[config.mk]
export PLATFORM = sky130hd
export DESIGN_NAME = spi_bus_arbiter
export DESIGN_NICKNAME = d
export VERILOG_FILES = /design/src/rtl/spi_arb_pkg.sv /design/src/rtl/spi_arb_pick.sv /design/src/rtl/spi_bus_arbiter.sv
export SDC_FILE = /design/constraint.sdc
export NUM_CORES = 1
export LEC_CHECK = 0
export BUFFER_PORTS_ARGS = -buffer_cell sky130_fd_sc_hd__buf_2
export CAP_MARGIN = 20
export CORE_ASPECT_RATIO = 1.5
export CORE_UTILIZATION = 35
export CTS_CLUSTER_DIAMETER = 120
export DETAILED_ROUTE_END_ITERATION = 6
export PLACE_DENSITY_LB_ADDON = 0.08
export SLEW_MARGIN = 20
export SYNTH_ARGS = -nofsm -noshare
export SYNTH_HDL_FRONTEND = slang
export SYNTH_SLANG_ARGS = --single-unit
[constraint.sdc]
create_clock -name SCLK -period 3.42 [get_ports SCLK]
set_input_delay 0.171 -clock SCLK [delete_from_list [all_inputs] [get_ports SCLK]]
set_output_delay 0.171 -clock SCLK [all_outputs]
set_load 0.1 [all_outputs]
[src/rtl/spi_arb_pkg.sv]
// Shared types and default sizing for the SPI bus arbiter.
// Combinational/compile-time only: no latency, no backpressure.
package spi_arb_pkg;

    localparam int NUM_REQ_DEF    = 4;
    localparam int DATA_W_DEF     = 8;
    localparam int GAP_CYCLES_DEF = 2;

    localparam int CNT_W = $clog2(DATA_W_DEF);
    localparam int IDX_W = $clog2(NUM_REQ_DEF);

    typedef enum logic [2:0] {
        IDLE  = 3'd0,
        SETUP = 3'd1,
        SHIFT = 3'd2,
        DONE  = 3'd3,
        GAP   = 3'd4
    } state_t;

endpackage

[src/rtl/spi_arb_pick.sv]
// Winner select from pending requests; round-robin from ptr_i when SPI_ARB_RR_EN, else lowest index.
// Purely combinational (zero latency); requesters that lose simply keep req high.
module spi_arb_pick
    import spi_arb_pkg::*;
#(
    parameter int NUM_REQ = NUM_REQ_DEF,
    parameter int IW      = IDX_W
) (
    input  logic [NUM_REQ-1:0] req_i,
`ifdef SPI_ARB_RR_EN
    input  logic [IW-1:0]      ptr_i,
`endif
    output logic               vld_o,
    output logic [IW-1:0]      idx_o
);

    always_comb begin
        vld_o = 1'b0;
        idx_o = '0;
`ifdef SPI_ARB_RR_EN
        // Walk offsets high to low so the smallest offset from the pointer wins.
        for (int off = NUM_REQ - 1; off >= 0; off--) begin
            if (req_i[(int'(ptr_i) + off) % NUM_REQ]) begin
                vld_o = 1'b1;
                idx_o = IW'((int'(ptr_i) + off) % NUM_REQ);
            end
        end
`else
        for (int i = NUM_REQ - 1; i >= 0; i--) begin
            if (req_i[i]) begin
                vld_o = 1'b1;
                idx_o = IW'(i);
            end
        end
`endif
    end

endmodule

[src/rtl/spi_bus_arbiter.sv]
// Shares one SPI bus between NUM_REQ requesters; one LSB-first DATA_W-bit frame per grant.
// done pulses DATA_W+2 cycles after CS_n falls; frame period DATA_W+3+GAP_CYCLES.
// Losers wait with req held; SPI_ARB_RR_EN selects round-robin instead of fixed priority.
module spi_bus_arbiter
    import spi_arb_pkg::*;
#(
    parameter int NUM_REQ    = NUM_REQ_DEF,
    parameter int DATA_W     = DATA_W_DEF,
    parameter int GAP_CYCLES = GAP_CYCLES_DEF
) (
    input  logic                      SCLK,
    input  logic                      reset,
    input  logic [NUM_REQ-1:0]        req,
    input  logic [NUM_REQ*DATA_W-1:0] tx_data,
    output logic [NUM_REQ-1:0]        grant,
    output logic [NUM_REQ-1:0]        done,
    output logic [DATA_W-1:0]         rx_data,
    output logic [NUM_REQ-1:0]        CS_n,
    output logic                      MOSI,
    input  logic                      MISO,
    output logic                      busy
);

    localparam int CW = (DATA_W > 1) ? $clog2(DATA_W) : 1;
    localparam int IW = (NUM_REQ > 1) ? $clog2(NUM_REQ) : 1;
    localparam int GW = (GAP_CYCLES > 1) ? $clog2(GAP_CYCLES) : 1;

    state_t              state_q, state_d;
    logic [CW-1:0]       cnt_q, cnt_d;
    logic [GW-1:0]       gap_q, gap_d;
    logic [DATA_W-1:0]   tx_sh_q, tx_sh_d;
    logic [DATA_W-1:0]   rx_sh_q, rx_sh_d;
    logic [DATA_W-1:0]   rx_data_q, rx_data_d;
    logic [NUM_REQ-1:0]  grant_q, grant_d;
    logic [NUM_REQ-1:0]  done_q, done_d;
    logic [NUM_REQ-1:0]  cs_n_q, cs_n_d;
    logic [IW-1:0]       idx_q, idx_d;
    logic                pick_vld;
    logic [IW-1:0]       pick_idx;
    logic [NUM_REQ-1:0]  pick_oh;
`ifdef SPI_ARB_RR_EN
    logic [IW-1:0]       ptr_q, ptr_d;
`endif

    spi_arb_pick #(
        .NUM_REQ (NUM_REQ),
        .IW      (IW)
    ) u_pick (
        .req_i (req),
`ifdef SPI_ARB_RR_EN
        .ptr_i (ptr_q),
`endif
        .vld_o (pick_vld),
        .idx_o (pick_idx)
    );

    always_comb begin
        pick_oh           = '0;
        pick_oh[pick_idx] = 1'b1;
    end

    always_comb begin
        state_d   = state_q;
        cnt_d     = cnt_q;
        gap_d     = gap_q;
        tx_sh_d   = tx_sh_q;
        rx_sh_d   = rx_sh_q;
        rx_data_d = rx_data_q;
        grant_d   = grant_q;
        done_d    = '0;
        cs_n_d    = cs_n_q;
        idx_d     = idx_q;
`ifdef SPI_ARB_RR_EN
        ptr_d     = ptr_q;
`endif
        case (state_q)
            IDLE: begin
                if (pick_vld) begin
                    tx_sh_d = tx_data[int'(pick_idx)*DATA_W +: DATA_W];
                    grant_d = pick_oh;
                    cs_n_d  = ~pick_oh;
                    idx_d   = pick_idx;
                    cnt_d   = '0;
                    state_d = SETUP;
                end
            end
            SETUP: state_d = SHIFT;
            SHIFT: begin
                rx_sh_d[cnt_q] = MISO;
                if (cnt_q == CW'(DATA_W - 1)) begin
                    // Deselect on the last bit so the slave sees CS_n high through DONE.
                    cs_n_d  = '1;
                    state_d = DONE;
                end else begin
                    cnt_d = cnt_q + 1'b1;
                end
            end
            DONE: begin
                rx_data_d = rx_sh_q;
                done_d    = grant_q;
                grant_d   = '0;
                gap_d     = '0;
                state_d   = GAP;
`ifdef SPI_ARB_RR_EN
                ptr_d     = (idx_q == IW'(NUM_REQ - 1)) ? '0 : idx_q + 1'b1;
`endif
            end
            GAP: begin
                if (gap_q == GW'(GAP_CYCLES - 1)) state_d = IDLE;
                else                              gap_d   = gap_q + 1'b1;
            end
            default: state_d = IDLE;
        endcase
    end

    always_ff @(posedge SCLK) begin
        if (reset) begin
            state_q   <= IDLE;
            cnt_q     <= '0;
            gap_q     <= '0;
            tx_sh_q   <= '0;
            rx_sh_q   <= '0;
            rx_data_q <= '0;
            grant_q   <= '0;
            done_q    <= '0;
            cs_n_q    <= '1;
            idx_q     <= '0;
`ifdef SPI_ARB_RR_EN
            ptr_q     <= '0;
`endif
        end else begin
            state_q   <= state_d;
            cnt_q     <= cnt_d;
            gap_q     <= gap_d;
            tx_sh_q   <= tx_sh_d;
            rx_sh_q   <= rx_sh_d;
            rx_data_q <= rx_data_d;
            grant_q   <= grant_d;
            done_q    <= done_d;
            cs_n_q    <= cs_n_d;
            idx_q     <= idx_d;
`ifdef SPI_ARB_RR_EN
            ptr_q     <= ptr_d;
`endif
        end
    end

    always_comb begin
        MOSI = 1'b0;
        if (state_q == SETUP)      MOSI = tx_sh_q[0];
        else if (state_q == SHIFT) MOSI = tx_sh_q[cnt_q];
    end

    assign grant   = grant_q;
    assign done    = done_q;
    assign rx_data = rx_data_q;
    assign CS_n    = cs_n_q;
    assign busy    = (state_q != IDLE);

endmodule
* Word level (Yosys, flattened, before mapping) *
Index checks and enable logic that the tools add are counted.

storage, ports and cells
  flip-flop bits (word level) = 43
  bits of input ports = 39
  output and inout bits = 22
  word-level logic and storage cells = 71

operators by class
  add/sub/neg operators = 2
  order comparisons = 4
  eq/ne operators = 9
  shifts and indexed selects = 1
  mux-type cells = 31
  bitwise operators = 2
  reduce and logical (&&, ||, !) cells = 13

operator list
  cell                                                        number
  variable part select 32 x 6 -> 8 bit                        1
  case mux 4 bit (2 select lines)                             2
  two-way mux 3 bit                                           5
  case mux 3 bit (5 select lines)                             1
  two-way mux 4 bit                                           3
  two-way mux 1 bit                                           10
  AND reduction 3 bit                                         3
  bitwise mux 8 bit                                           1
  two-way mux 2 bit                                           4
  inequality test 2 bit, second input constant                4
  equality test 3 x 2 -> 1 bit, second input constant         2
  equality test 3 bit, second input constant                  2
  case mux 3 bit (2 select lines)                             1
  nonzero test 2 bit                                          3
  less-than comparator 3 x 4 -> 1 bit, second input constant  1
  inverter 4 bit                                              1
  AND reduction 2 bit                                         2
  adder 3 x 1 -> 3 bit, second input constant                 1
  binary-select mux 1 bit (select 3 bit)                      1
  demux 1 bit (select 3 bit)                                  1
  equality test 3 x 1 -> 1 bit, second input constant         1
  >= comparator 3 x 1 -> 1 bit, second input constant         1
  logical NOT 3 bit                                           1
  less-than comparator 2 x 3 -> 1 bit, second input constant  1
  8 further kinds                                             9

* Longest topological paths before layout *
Gate-level depths: netlist of run 1.

  word-level depth = 11
  gate-level depth with buffers = 6
  gate-level depth less buffers = 5

* Hierarchy *
From an unflattened synthesis of run 1, not the netlist that was laid out.

unflattened totals
  cell total of the unflattened synthesis = 215
  area total of the unflattened synthesis = 2,028.2 um2

by module, submodules not included
  module           times used  cells each  area an instance (um2)  sequential area each (um2)
  spi_bus_arbiter  1           208         1,993.2                 860.8
  spi_arb_pick     1           7           35.0                    0.0

* Worst setup path after synthesis of run 1 *
OpenSTA, ideal clock, no wires.

  kind = register to output
  start = reg state_q[0]
  end = out MOSI
  data arrival time = 3,243 ps
  required time = 3,249 ps
  slack = 6 ps
  stages on the path, launching flop included = 6
  buffers on the path = 2
  cells stage by stage = dfxtp_1 buf_2 buf_1 nor2b_1 a21oi_1 o32ai_1

between the ends
  word-level cells in the longest chain between the ends = 3
  elaborated cells between the ends (all ways) = 4
  classes of those cells = 2 x eq/ne; 2 x mux

RTL lines
  element                       RTL line                RTL
  start, declared               spi_bus_arbiter.sv:28   state_t state_q, state_d;
  start signal, assigned        spi_bus_arbiter.sv:132  state_q <= state_d;
  equality test 3 x 2 -> 1 bit  spi_bus_arbiter.sv:151  else if (state_q == SHIFT) MOSI = tx_sh_q[cnt_q];
  two-way mux 1 bit             spi_bus_arbiter.sv:151
  two-way mux 1 bit (*)         spi_bus_arbiter.sv:150  if (state_q == SETUP) MOSI = tx_sh_q[0];
  end, declared                 spi_bus_arbiter.sv:19   output logic MOSI,

Mark *: on every way between the ends. The rest lies on a longest branch, timed or not.

* Final worst setup path of run 1 *
  start = reg cnt_q[1]
  end = out MOSI

between the ends
  word-level cells in the longest chain between the ends = 4

RTL lines
  element                                  RTL line                RTL
  start, declared                          spi_bus_arbiter.sv:29   logic [CW-1:0] cnt_q, cnt_d;
  start signal, assigned                   spi_bus_arbiter.sv:133  cnt_q <= cnt_d;
  binary-select mux 1 bit (select 3 bit)   spi_bus_arbiter.sv:151
  two-way mux 1 bit (implied by the code)  spi_bus_arbiter.sv:151
  two-way mux 1 bit                        spi_bus_arbiter.sv:151
  two-way mux 1 bit                        spi_bus_arbiter.sv:150

Every way passes these cells. The select of a mux whose other input is x is not followed.

==> key figures, run 1 <==
GRT
  • Grt total ovfl: 0
  • Vias in the first global route: 1799
  • Initial antenna violation count: 0
  • Total Routing Usage GR: 16.14%
  • Largest net degree at the start of global routing: 41
  • First-pass GRT wire length: 8.128 mm

Clocking
  • Post-CTS Hold Buffers: 0
  • Clk_lat worst skew: roughly 0.30 ns
  • Clock-pin slew on the worst setup and hold paths: 0.08 ns
  • Clock sinks: 43
  • Max Root-Sink Buffers: 2
  • CTS tree: done
  • H-tree Lvls: 2
  • PostCTS Resize Cnt: 0
  • CTS buffer count: 5
  • CTS root buf: clkbuf_8
  • Setup bufs post-CTS: 0

Placed design
  • Port buffer count: 60
  • RD Place Congestion: 0.8354
  • Area after DPL: between 2000 and 2500 um2
  • Post-detail-place hpwl: approximately 3.5 mm

Yosys
  • Mapped Cells: 242
  • Synthesized Nets: 283
  • Top-count cell post-synth: dfxtp_1
  • Yosys top cell area share: 40.14%
  • Area contributors post-synth: dfxtp_1 (40%), a21oi_1 (6.1%), mux2i_1 (4.2%)
  • #FFs+latches synth: 43
  • Post-synth ARST share: 0%
  • Leading area contributor after synthesis: dfxtp_1
  • Synthesized cell area: 2145 um2
  • Post-synth top cells: dfxtp_1 (43), a21oi_1 (26), nand2_1 (15), o21ai_0 (15), nor2_1 (13)
  • Ys Warns: 0
  • Syn_area_per_cell: between 8 and 9 um2
  • Number of synthesized flops with an enable pin: 0
  • Top_reg_cell synth: dfxtp_1
  • Synth cell types: 41
  • Register area share after synthesis: 40.14%

Drt
  • Met2 wire len: 2.523 mm
  • Met3 WL: about 190 um
  • DRC viols: 0
  • Vias: 1889
  • Drt pass-1 iters: 4
  • Highest metal used: met4
  • Post-DRT Antenna Nets: 0
  • Vias/cell: 5.247
  • Drt wl/cell: roughly 14 um
  • Drt initial violations: 33
  • WL final: 4.872 mm
  • DRT met1 WL: approximately 2.1 mm

Setup path
  • Critical setup path kind: flop to output pin
  • RR Endpoint: CS_n[0]$_SDFFE_PP1P_
  • Element type at the critical path start: flop
  • CP required: 3.25 ns
  • Buffer and inverter count on the worst path: 1
  • Worst reg2reg path depth: 5
  • Register-to-register setup slack: 1.31 ns
  • Crit-path max cell delay: 0.64 ns
  • Worst Path Arrival: 2.24 ns
  • R2R Path Start: cnt_q[1]$_SDFFE_PP0P_
  • Worst-path cell chain: mux2_2, a221oi_1, o32ai_1, buf_2
  • Slowest CP cell: dfxtp_1
  • Top delay family on crit path: flip-flops
  • Nature of the critical path endpoint: output pin
  • Critical path peak fanout: 15

Timing
  • Final hold vios: 0
  • Setup TNS after final layout: 0 ns
  • Max Fclk: 0.4151 GHz
  • Final slew viol count: 0
  • Worst Tran Pin Value: ~0.84 ns
  • Max_slew headroom: 43.22%
  • Setup violators final: 0
  • Crit share post-route: 70.44%
  • RSZ-0062 raised after global routing: no
  • Minimum clock period: 2.409 ns
  • Worst Skew: 0.007245 ns

Floorplan
  • Initial Utilization: 36.53%
  • Die W: 65.91 um
  • Die H: 97.87 um
  • I/O pin cnt: 61
  • Core area: 5871 um2
  • Row cnt: 34
  • Die Footprint: 6451 um2

Min path
  • Hold Path Class: input pin to flop
  • WHS Path Cells: 3
  • Worst hold endpoint: tx_sh_q[7]$_SDFFE_PP0P_
  • Hold_sp: tx_data[7]

Power
  • Power Dens Cells: about 570 nW/um2
  • Worst VDD drop: 0.1661 mV
  • Pleak: just over 0.001 uW

Cells and area
  • Util after Layout: between 40% and 50%
  • Layout cell share with drive strength beyond 1: 26.39%
  • P&R area growth vs syn: 18.67%
  • Design area: 2545 um2
  • N_diodes: 0
  • Layout Nets: 328

Flow run
  • Max Cap Viol: 0

Outcome
  • Status: completed
metal layers:
layer	vias to the layer above	track usage (%)
li1	987	-
met1	838	17.19
met2	55	28.89
met3	9	3.505
met4	0	7.860
met5	-	0
flip-flops by register name (all words and copies together) (netlist names):
name	flops
tx_sh_q	8
rx_data	8
state_q	3
gap_q	1
grant	4
cnt_q	3
done	4
rx_sh_q	8
CS_n	4
stage by stage:
step | instances | total power, uW | setup slack (ns) | hold slack, ns
6_report | 360 | 1461 | 1.011 | 0.1508
5_1_grt | 360 | 1541 | 0.9161 | 0.1566
4_1_cts | 360 | 1482 | 1.045 | 0.1441
3_5_place_dp | 352 | 1126 | 1.379 | 0.4574
3_3_place_gp | 352 | 1125 | 1.388 | 0.4499
2_1_floorplan | 242 | 1024 | 0.006452 | 0.3543
layout make-up:
type,instances,area (um2)
Fill cell,599,3326
Multi-Input combinational cell,173,1175
Sequential cell,43,860.8
Timing Repair Buffer,61,307.8
Clock buffer,8,100.1
Tap cell,72,90.09
Inverter,3,11.26
worst min-delay path, stage by stage:
cell and delay (ns):
buf_2 0.09, o21ai_0 0.06, a311oi_1 0.08
placed cells by master, fill, tap and decap left out, types with 7 or more instances in the layout:
cell type,instances
dfxtp_1,43
a311oi_1,8
nand3_1,8
a21o_1,12
nor2_1,13
buf_2,60
o21ai_0,15
nand2_1,15
a211oi_1,8
a21oi_1,26
o211ai_1,8
nand3b_1,11
clkbuf_8,7
mux2i_1,9
worst max-delay path by stage:
stage,startpoint,endpoint,slack [ns],cells after the start
2_1_floorplan,state_q[0]$_SDFFE_PP0P_,MOSI,0.006,5
3_3_place_gp,cnt_q[1]$_SDFFE_PP0P_,MOSI,1.39,4
3_5_place_dp,cnt_q[1]$_SDFFE_PP0P_,CS_n[0]$_SDFFE_PP1P_,1.38,5
4_1_cts,cnt_q[1]$_SDFFE_PP0P_,MOSI,1.04,4
5_1_grt,state_q[0]$_SDFFE_PP0P_,busy,0.92,4
6_report,cnt_q[1]$_SDFFE_PP0P_,MOSI,1.01,4
power breakdown:
group	total (uW)	switching [uW]	leakage [uW]	internal (uW)
sequential	622	66.4	0.000350	555
clock	352	168	0.0000515	184
combinational	487	326	0.000629	161
kinds of logic (layout without fill, tap and decap cells):
| family | after synthesis | in the layout | synth area share, % |
|---|---|---|---|
| compound gates | 85 | 85 | 25.79 |
| simple gates | 74 | 74 | 21.65 |
| flops | 43 | 43 | 40.14 |
| buf+inv | 26 | 72 | 5.076 |
| mux | 11 | 11 | 5.776 |
| fa+ha+maj | 2 | 2 | 1.167 |
| xor+xnor | 1 | 1 | 0.4085 |
Note: power is estimated with default switching activity, not from simulation.
==> run 2, diff against run 1 <==
ABC_AREA = 1   (was unset)
clock period = 2.4 ns   (was 3.42 ns; I/O delays follow)
==> run 2 against run 1 <==
Routed wire length is 3.1% higher. Synthesized cell count is 34% higher. Sequential share of layout area decreased by 0.75 points. Worst hold slack got worse by 0.0022 ns. Clock skew decreased by 0.0039 ns. Sequential cell count unchanged. Sequential power is 30% higher. First-iteration DRC count increased to 2.6 times the previous value. Clock power rose by 88%. Critical endpoint unchanged. Critical path depth rose by 3.
==> key figures, run 2 <==
Outcome
  • Status: completed

Setup path
  • Critical path peak fanout: 5
  • Buffer and inverter count on the worst path: 2
  • Worst reg2reg path depth: 7
  • Top delay family on crit path: simple AND/OR/NAND/NOR gates
  • Nature of the critical path endpoint: output pin
  • Worst-path cell chain: inv_1, nor2_1, nand2_1, o211ai_1, nand2_1, nand3_1, buf_2
  • Element type at the critical path start: flop
  • Worst Path Arrival: 1.83 ns
  • CP required: 2.28 ns
  • Crit-path most repeated cell: nand2_1
  • Critical path depth: 7
  • Crit-path max cell delay: 0.43 ns
  • Slowest CP cell: buf_2
  • Critical setup path kind: flop to output pin

Cells and area
  • Layout Nets: ~420
  • Design area: 2603 um2
  • P&R area growth vs syn: 20.86%
  • Most common library cell in the layout ignoring fill and taps: nand2_1
  • Most frequent cells in the layout: nand2_1 (64), buf_2 (60), nand3_1 (58)
  • Util after Layout: 44.33%
  • N_diodes: 0
  • Layout cell share with drive strength beyond 1: 20.68%

Clocking
  • CTS tree: done
  • Clk_lat worst skew: 0.29 ns
  • Setup bufs post-CTS: 0
  • CTS buffer count: 5
  • CTS root buf: clkbuf_8
  • Clock sinks: 43
  • Post-CTS Hold Buffers: 0
  • Max Root-Sink Buffers: 2
  • PostCTS Resize Cnt: 0
  • H-tree Lvls: 2
  • Clock-pin slew on the worst setup and hold paths: 0.08 ns

Timing
  • Setup violators final: 0
  • Worst Skew: 0.003365 ns
  • Max Fclk: roughly 0.51 GHz
  • Final hold vios: 0
  • RSZ-0062 raised after global routing: no
  • Minimum clock period: 1.946 ns
  • Setup TNS after final layout: 0 ns
  • Worst Tran Pin Value: ~0.68 ns
  • Max_slew headroom: between 50 and 60%
  • Final slew viol count: 0
  • Crit share post-route: about four fifths

GRT
  • First-pass GRT wire length: 8.466 mm
  • Grt total ovfl: 0
  • Met2 Usage GRT: a little under a third
  • Total Routing Usage GR: 16.95%
  • Initial antenna violation count: 0
  • Met1 global-route usage: approximately 20%
  • Vias in the first global route: 1848
  • Largest net degree at the start of global routing: 27
  • Busiest layer in global routing: met2
  • Met3 usage in global routing: 3.505%

Yosys
  • Leading area contributor after synthesis: dfxtp_1
  • Post-synth top cells: nand2_1 (64), nand3_1 (58), inv_1 (45)
  • #FFs+latches synth: 43
  • Compound-Gate Fraction of Synth Area: between 10% and 20%
  • Post-synth ARST share: 0%
  • Synthesized cell area: 2153 um2
  • Ys Warns: 0
  • Post-Synth Simple-Gate Area: 36.55%
  • Synth cell types: 22
  • Area contributors post-synth: dfxtp_1 (40%), nand3_1 (13%), nand2_1 (11%)
  • Top_reg_cell synth: dfxtp_1
  • Post-synthesis mux area share: 0%
  • Top-count cell post-synth: nand2_1
  • Syn_area_per_cell: 6.626 um2
  • Mapped Cells: 325
  • Number of synthesized flops with an enable pin: 0
  • XOR/XNOR Fraction of Synth Area: 0%
  • Register area share after synthesis: around two fifths
  • Synthesized Nets: between 300 and 400
  • Main combinational cell family by area after synthesis: simple AND/OR/NAND/NOR gates
  • Adder-cell share of the synthesized area: 1.162%
  • Yosys top cell area share: 39.98%

Power
  • Power Dens Cells: 779.3 nW/um2
  • Final Power: 2028 uW
  • Worst VDD drop: 0.3705 mV
  • Pleak: roughly 0.0013 uW

Drt
  • Vias: 2104
  • Post-DRT Antenna Nets: 0
  • DRC viols: 0
  • WL final: approximately 5 mm
  • Drt wl/cell: 11.06 um
  • Drt initial violations: 85
  • Vias/cell: 4.634
  • Drt pass-1 iters: 4

Floorplan
  • Die W: about 66 um
  • Initial Utilization: between 30% and 40%
  • Die H: 98.07 um
  • Die Footprint: 6477 um2
  • Core area: a little under 6000 um2
  • I/O pin cnt: 61
  • Row cnt: 34

Min path
  • Hold Path Class: input pin to flop
  • WHS Path Cells: 3

Placed design
  • Post-detail-place hpwl: between 3 and 4 mm
  • Area after DPL: 2470 um2
  • Port buffer count: 60
  • RD Place Congestion: about 0.84

Flow run
  • Max Cap Viol: 0
## run 2: changes by cell type after synthesis, moves of 11 or more
cell	delta
nand2_1	+49
nor2_1	+29
nand3_1	+50
a21o_1	-12
inv_1	+42
nand3b_1	-11
## run 2: kinds of logic (layout without fill, tap and decap cells)
family | count (synthesis) | after routing
fa+ha+maj | 2 | 2
buf+inv | 59 | 116
flops | 43 | 43
simple gates | 179 | 179
compound gates | 42 | 42
## run 2: tightest hold or removal path, delay by kind of cell
family          cells  cell delay (ns)
buf+inv             2             0.22
compound gates      1             0.05
## run 2: area by class of cell
type / instances / area (um2)
clock buffer: 6 / 72.57
inverter: 47 / 178.9
tap: 72 / 90.09
fill: 640 / 3268
sequential: 43 / 860.8
multi-input combinational: 223 / 1032
timing repair buffer: 61 / 307.8
clock inverter: 2 / 60.06
## run 2: through the flow
step | hold WS (ns) | instances | setup slack (ns)
2_1_floorplan | 0.2606 | 325 | 0.7037
3_3_place_gp | 0.4417 | 446 | 0.8401
4_1_cts | 0.1414 | 454 | 0.4528
6_report | 0.1487 | 454 | 0.4536
3_5_place_dp | 0.4397 | 446 | 0.7922
5_1_grt | 0.1673 | 454 | 0.2828
## run 2: final timing paths
path / start / end / slack (ns)
worst max register to register: state_q[1]$_SDFFE_PP0P_ / CS_n[3]$_SDFFE_PP1P_ / 0.86
worst max-delay path: cnt_q[2]$_SDFFE_PP0P_ / MOSI / 0.45
worst min register to register: grant[1]$_SDFFE_PP0P_ / done[1]$_SDFF_PP0_ / 0.45
worst min-delay path: MISO / rx_sh_q[0]$_SDFFE_PP0P_ / 0.15
## run 2: routing by layer
layer | wire length, um | vias up | share of wire, %
met3 | 174 | 5 | 3.5
met5 | 0 | - | 0
met2 | 2618 | 53 | 52
met4 | 74 | 0 | 1.5
li1 | - | 1146 | -
met1 | 2154 | 900 | 43
## run 2: report_power, final
| part | internal (uW) | leakage, uW | switching, uW |
|---|---|---|---|
| sequential | 772 | 0.000351 | 39.0 |
| clock | 416 | 0.0000654 | 244 |
| combinational | 133 | 0.000855 | 424 |
==> run 3, diff against run 2 <==
clock period = 1.68 ns   (was 2.4 ns; I/O delays follow)
==> run 3 against run 2 <==
Count of clock-buffer cells in the layout is the same. Largest cell class unchanged. Global-route usage grew 1.9 points. Utilization grew 1.6 points. Critical path type unchanged. Combinational power grew 54%. Sequential power grew 43%. Highest routed layer unchanged. Largest power group unchanged. Design area grew 3.6%. Register-to-register slack lost 0.60 ns.
==> key figures, run 3 (synthesis results as in run 2) <==
Cells and area
  • Fill cell count: 653
  • P&R area growth vs syn: 25.22%
  • Area of the multi-input gates: around 1100 um2
  • Layout cell share with drive strength beyond 1: 24.42%
  • N_diodes: 0
  • Most common library cell in the layout ignoring fill and taps: nand2_1
  • Layout Nets: 429
  • Register area: 872.1 um2
  • Design area: 2696 um2
  • Most frequent cells in the layout: nand2_1 (64), buf_2 (59), nand3_1 (58)

Clocking
  • CTS tree: done
  • H-tree Lvls: 2
  • Clk_lat worst skew: ~0.30 ns
  • CTS buffer count: 5
  • Post-CTS Hold Buffers: 0
  • Max Root-Sink Buffers: 2
  • CTS root buf: clkbuf_8
  • Clock-pin slew on the worst setup and hold paths: 0.08 ns
  • Clock sinks: 43

Floorplan
  • Die W: 66.05 um
  • Initial Utilization: 36.68%
  • Die Footprint: 6477 um2
  • Die H: just under 100 um
  • I/O pin cnt: 61
  • Core area: 5871 um2
  • Row cnt: 34

Power
  • Net Sw Frac: approximately 37%
  • Clock network fraction of design power: between 20% and 30%
  • Power Dens Cells: 1061 nW/um2
  • Pleak: 0.001310 uW
  • Part of the power in combinational logic: a little under a third
  • Power Internal: 1815 uW
  • Sequential share of power: roughly two fifths
  • P_sw: about 1000 uW
  • Final Power: 2861 uW
  • Worst VDD drop: 0.3529 mV

Timing
  • Final WS setup: 0.07871 ns
  • Worst Skew: 0.006323 ns
  • RSZ-0062 raised after global routing: no
  • Worst hold slack: around 0.088 ns
  • Minimum clock period: roughly 1.6 ns
  • Final slew viol count: 0
  • Setup TNS after final layout: 0 ns
  • Worst Tran Pin Value: between 0.5 and 0.6 ns
  • Crit share post-route: between 90 and 100%
  • Final hold vios: 0
  • Max_slew headroom: 66.63%
  • Max Fclk: 0.6245 GHz
  • Setup violators final: 0

Flow run
  • Max Cap Viol: 0

Drt
  • Post-DRT Antenna Nets: 0
  • DRC viols: 0
  • Vias: between 2000 and 2500
  • WL final: 5.445 mm
  • Drt wl/cell: between 10 and 15 um
  • Drt pass-1 iters: 4
  • Drt initial violations: 130
  • Vias/cell: 4.727

Min path
  • Hold_sp: reset
  • Hold Path Class: input pin to flop

GRT
  • Initial antenna violation count: 0
  • First-pass GRT wire length: 9.370 mm
  • Grt total ovfl: 0
  • Vias in the first global route: approximately 2000
  • Total Routing Usage GR: around a fifth
  • Largest net degree at the start of global routing: 21

Setup path
  • Worst-path cell chain: inv_1, nand2_1, o21ai_0, o21ai_0, nand3_1, buf_12
  • Element type at the critical path start: flop
  • Slowest CP cell: dfxtp_4
  • Worst Path Arrival: around 1.5 ns
  • Crit-path most repeated cell: o21ai_0
  • Worst setup path startpoint: cnt_q[2]$_SDFFE_PP0P_
  • Nature of the critical path endpoint: output pin
  • Critical setup path kind: flop to output pin
  • CP required: 1.60 ns
  • Crit-path max cell delay: 0.38 ns
  • Critical path peak fanout: 5
  • R2R Path Start: state_q[0]$_SDFFE_PP0P_

Placed design
  • Post-detail-place hpwl: about 4.2 mm
  • RD Place Congestion: 0.8712
  • Port buffer count: 60
  • Area after DPL: 2522 um2
  • Pre-CTS setup slack: 0.2367 ns

Outcome
  • Status: completed
## run 3: stage by stage
step / utilization, % / cells
6_report: 45.93 / 461
5_1_grt: 45.93 / 461
4_1_cts: 45.35 / 459
3_5_place_dp: 42.97 / 451
3_3_place_gp: 42.97 / 451
2_1_floorplan: - / 325
## run 3: critical path, delay by kind of cell (launching register included)
| kind | cells | cell delay [ns] |
|---|---|---|
| buffers and inverters | 2 | 0.31 |
| AND/OR/NAND/NOR | 2 | 0.26 |
| flip-flops | 1 | 0.38 |
| AO/OA/AOI/OAI | 2 | 0.27 |
## run 3: final cells by class
class	count	area share, %
multi-input cells	223	39.40
flip-flops and latches	43	32.34
repair buffers	68	13.92
inverters	47	6.636
well taps	72	3.341
clock buffers	6	3.063
clock inverters	2	1.299
## run 3: repair_timing
item                                    CTS  global route
pin swaps                                 0             1
resized for setup                         7             9
setup buffers                             0             2
endpoints found under the setup margin    1             1
## run 3: metal layers
layer	GRT usage, %	part of all wire [%]
met1	20.79	40
met2	33.36	53
met3	3.271	3.9
met4	9.493	3.1
met5	0	0
## run 3: worst paths after layout
kind	to	slack (ns)	cells past startpoint
max	MOSI	0.08	6
min	CS_n[3]$_SDFFE_PP1P_	0.09	3
max reg2reg	state_q[0]$_SDFFE_PP0P_	0.26	7
min reg2reg	done[0]$_SDFF_PP0_	0.46	2
## run 3: power by group through the flow
stage                     Combinational (uW)  Clock, uW  Sequential [uW]
after global routing                     946        936             1170
after CTS                                852        873             1160
final                                    859        843             1160
after floorplan                          469          0             1370
after detailed placement                 841          0             1180
after global placement                   837          0             1180
